--- src/rtl/bcd_down_counter_if.sv ---
// Control/data bundle for bcd_down_counter: enable, load, value, count, TC, BO.
// The master drives EC/LD/D; the counter (slave) returns Q/TC/BO.
interface bcd_down_counter_if #(
    parameter int DIGITS = 2
);
    logic                  EC;
    logic                  LD;
    logic [4*DIGITS-1:0]   D;
    logic [4*DIGITS-1:0]   Q;
    logic                  TC;
    logic                  BO;

    modport master (
        output EC,
        output LD,
        output D,
        input  Q,
        input  TC,
        input  BO
    );

    modport slave (
        input  EC,
        input  LD,
        input  D,
        output Q,
        output TC,
        output BO
    );
endinterface

--- src/rtl/bcd_down_counter.sv ---
// Cascadable BCD down-counter with clamped parallel load, TC and borrow out.
// Define BCD_DOWN_COUNTER_SATURATE_EN to stop at zero instead of wrapping.
module bcd_down_counter #(
    parameter int DIGITS = 2
) (
    input  logic              clk,
    input  logic              r,
    bcd_down_counter_if.slave bus
);

    localparam int W = 4 * DIGITS;

    logic [W-1:0]    q_r;
    logic [W-1:0]    q_ld;
    logic [W-1:0]    q_dec;
    logic [W-1:0]    q_cnt;
    logic [DIGITS:0] brw;
    logic            tc;

    assign tc = (q_r == '0);

    // brw[k]: every digit below k is zero, so digit k steps this count
    always_comb begin
        q_ld   = '0;
        q_dec  = '0;
        brw    = '0;
        brw[0] = 1'b1;
        for (int k = 0; k < DIGITS; k++) begin
            if (bus.D[4*k +: 4] > 4'd9)
                q_ld[4*k +: 4] = 4'd9;
            else
                q_ld[4*k +: 4] = bus.D[4*k +: 4];

            if (!brw[k])
                q_dec[4*k +: 4] = q_r[4*k +: 4];
            else if (q_r[4*k +: 4] == 4'd0)
                q_dec[4*k +: 4] = 4'd9;
            else
                q_dec[4*k +: 4] = q_r[4*k +: 4] - 4'd1;

            brw[k+1] = brw[k] & (q_r[4*k +: 4] == 4'd0);
        end
    end

`ifdef BCD_DOWN_COUNTER_SATURATE_EN
    assign q_cnt = tc ? q_r : q_dec;
`else
    assign q_cnt = q_dec;
`endif

    always_ff @(posedge clk) begin
        priority case (1'b1)
            r:       q_r <= {DIGITS{4'h9}};
            bus.LD:  q_r <= q_ld;
            bus.EC:  q_r <= q_cnt;
            default: q_r <= q_r;
        endcase
    end

    assign bus.Q  = q_r;
    assign bus.TC = tc;
    assign bus.BO = tc & bus.EC & ~bus.LD;

endmodule

--- src/flat_wrapper.sv ---
// flat-port wrapper written by rule: the top's interface ports become plain ports
module bcd_down_counter_flat 
#(
    parameter int DIGITS = 2
)
  (clk, r, bus_EC, bus_LD, bus_D, bus_Q, bus_TC, bus_BO);
  bcd_down_counter_if #(.DIGITS(DIGITS)) bus_i ();
  input  logic clk;
  input  logic r;
  input wire logic [$bits(bus_i.EC)-1:0] bus_EC;
  input wire logic [$bits(bus_i.LD)-1:0] bus_LD;
  input wire logic [$bits(bus_i.D)-1:0] bus_D;
  output wire logic [$bits(bus_i.Q)-1:0] bus_Q;
  output wire logic [$bits(bus_i.TC)-1:0] bus_TC;
  output wire logic [$bits(bus_i.BO)-1:0] bus_BO;
  assign bus_i.EC = bus_EC;
  assign bus_i.LD = bus_LD;
  assign bus_i.D = bus_D;
  assign bus_Q = bus_i.Q;
  assign bus_TC = bus_i.TC;
  assign bus_BO = bus_i.BO;
  bcd_down_counter #(.DIGITS(DIGITS)) u_core (.clk(clk), .r(r), .bus(bus_i));
endmodule
--- config.mk ---
export PLATFORM = sky130hd
export DESIGN_NAME = bcd_down_counter_flat
export DESIGN_NICKNAME = d
export VERILOG_FILES = /design/src/rtl/bcd_down_counter_if.sv /design/src/rtl/bcd_down_counter.sv /design/src/flat_wrapper.sv
export SDC_FILE = /design/constraint.sdc
export NUM_CORES = 1
export LEC_CHECK = 0
export ABC_AREA = 1
export BUFFER_PORTS_ARGS = -buffer_cell sky130_fd_sc_hd__buf_2
export CORE_AREA = 2 2 39 41
export DETAILED_ROUTE_END_ITERATION = 6
export DIE_AREA = 0 0 41 43
export GPL_ROUTABILITY_DRIVEN = 1
export GPL_TIMING_DRIVEN = 0
export PLACE_DENSITY_LB_ADDON = 0.2
export SYNTH_ARGS = -nofsm -noshare
export SYNTH_HDL_FRONTEND = slang
export SYNTH_SLANG_ARGS = --single-unit
export TNS_END_PERCENT = 50
--- constraint.sdc ---
create_clock -name clk -period 1.28 [get_ports clk]
set_input_delay 0.256 -clock clk [delete_from_list [all_inputs] [get_ports clk]]
set_output_delay 0.256 -clock clk [all_outputs]
set_load 0.02 [all_outputs]
==> results.toml <==
[status]
status = "finished, violations left"
violations = "setup timing"

[finish]
n_antenna_cell = 0
fillers = 143
largest_register_ffs = 8
design_area_um2 = 832
area_growth_pct = 43.6
seq_area_um2 = 168
postLayoutCoreUtil_pct = 60.1
layout-drive-gt1-share_pct = 41.9
fin_nets = 138
multi_input_area_um2 = 393
finalNonFillerCells = 140

[route]
post_drt_wl_per_cell_um = 11.3
wirelength_um = 1580
num_vias = 715
viasPerCell = 5.11
first_pass_iters = 4
drt_iter0_markers = 10
ant_nets = 0
route.detailed.drc = 0

[sta]
relSlewSlack_pct = 87.2
fin_crit_sh_pct = 113
fin_skew_ns = 0.00499
holdWs_ns = 0.225
rsz0062_at_grt = "true"
drv_slew = 0
tns_ns = -0.226
tightest_slew_ns = 0.189
setup_viol = 2
fin_ws_ns = -0.169
fmax_mhz = 690
hold_violations = 0
finalWorstPathRequiredPeriod_ns = 1.45

[die]
pin_count = 22
die_area_mm2 = 0.00176
dieHeight_um = 43
fp-row-count = 14
core_region_area_mm2 = 0.00138
die_x_um = 41
initial_core_util_pct = 41.9

[place]
dpl-instance-area_um2 = 714
place_hpwl_um = 1130
preCtsSetupSlack_ns = -0.0602
port_buffers = 20
dp.cells = 130
gp_congestion = 0.792

[yosys]
synth_fp_nets = 106
yosysWarnings = 0
synthTopCellsByArea = "dfxtp_1, nand2_1, nand3_1"
synth_area_per_cell_um2 = 6.16
seq_area_frac_synth_pct = 27.6
ys_ff_latch = 8
synth_top_area_share_pct = 27.6
yosysTopAreaCell = "dfxtp_1"
synthCells = 94
synth_cell_type_count = 17
synth_area_um2 = 579

[grt]
grt_usage_pct = 20.7
grt_pass1_wl_um = 2460
grt_pass1_vias = 663
antenna_found_initial = 0
grt_max_degree = 11
grt-ovfl-total = 0

[clock_network]
clk_pin_slew_ns = 0.06
cts_tree = "yes"
cts.sinks = 8
insertion_delay_ns = 0.27
htreeDepth = 1
root_buffer = "clkbuf_4"
clk_path_buf_depth = 2
cts_made_buffers = 3

[worst_setup_path]
worstPathRequired_ns = 1.02
path_delay_family = "simple AND/OR/NAND/NOR gates"
cp_slowest_cell = "dfxtp_2"
worstSetupEndpointType = "output port"
slowest_delay_ns = 0.34
critical_path_class = "reg2out"
path_cells = "nor2_4, nand2_2, nor4_4, buf_4"
startpoint_type = "register"
critPathBufInv = 1
path_max_fanout = 3
critPathArrivalTime_ns = 1.19

[pwr]
power.density_mw_per_mm2 = 896
ir_worst_vdd_mv = 0.450
power_leakage_nw = 0.438
power_mw = 0.745

[job]
cap_viol_max_count = 0

[min_path]
hp-class = "in2reg"
-- worst reg2reg max path, cell delays in order (launching register included) --
cell	delay, ns
dfxtp_2	0.37
nor2_4	0.05
buf_4	0.12
buf_4	0.12
nand3_2	0.11
nand2_2	0.08
o21ai_1	0.14
nand2_1	0.07
-- per-layer routing --
layer | up-vias | wire length (um) | share of wire [%] | global-route usage, %
met5 | - | 0 | 0 | 0
met4 | 0 | 39 | 2.5 | 14.0
met3 | 5 | 54 | 3.4 | 3.66
met2 | 16 | 873 | 55 | 34.7
met1 | 329 | 613 | 39 | 21.7
li1 | 365 | - | - | -
-- cells by family (layout without fill, tap and decap cells) --
family                 Yosys count  in the layout  share of synthesized area, %
DFF                              8              8                          27.6
buffers and inverters           13             43                          12.3
AOI/OAI and AO/OA               15             15                          14.3
and+or+nand+nor                 58             58                          45.8
-- cell type report --
| cell class | count | area share, % |
|---|---|---|
| repair buffers | 27 | 18.9 |
| clock buffers | 3 | 2.71 |
| plain buffers | 2 | 2.71 |
| well taps | 16 | 2.41 |
| flip-flops and latches | 8 | 20.2 |
| inverters | 11 | 5.86 |
| multi-input cells | 73 | 47.2 |
-- synth_stat cells --
library cell / instances
nand3_1: 12
buf_6: 2
dfxtp_1: 8
o21ai_1: 2
inv_1: 10
nand2_1: 29
nor2_1: 10
nor2_2: 1
nand2_2: 1
nor4_1: 1
nand3b_1: 1
inv_8: 1
a21oi_1: 7
o21ai_0: 5
nor2_4: 2
nand3_2: 1
a22oi_2: 1
-- cell usage in the layout (no fill, tap or decap), drive strengths merged --
cell type / instances
a21oi: 7
a22oi: 1
buf: 29
clkbuf: 3
dfxtp: 8
inv: 11
nand2: 30
nand3: 13
nand3b: 1
nor2: 13
nor4: 1
o21ai: 7
-- power breakdown --
group          switching [mW]  internal [mW]
registers              0.0272          0.272
logic                   0.135         0.0969
clock network           0.105          0.109
total                   0.268          0.478
-- timing repair --
action                                 in CTS  in global routing
setup endpoints to repair                   2                  3
pin swaps                                   4                  0
buffers inserted                            7                  0
endpoints found under the hold margin       0                  0
hold buffers                                0                  0
gates resized for setup                    14                  3
-- final timing paths --
kind | to | slack [ns] | from | cells past startpoint
hold / removal | u_core.bus.Q[3] | 0.22 | r | 3
setup / recovery | bus_BO | -0.17 | u_core.bus.Q[2] | 4
hold reg to reg | u_core.bus.Q[3] | 0.54 | u_core.bus.Q[3] | 2
setup reg to reg | u_core.bus.Q[3] | 0.11 | u_core.bus.Q[3] | 7
Power figures use the tool's default switching activity.
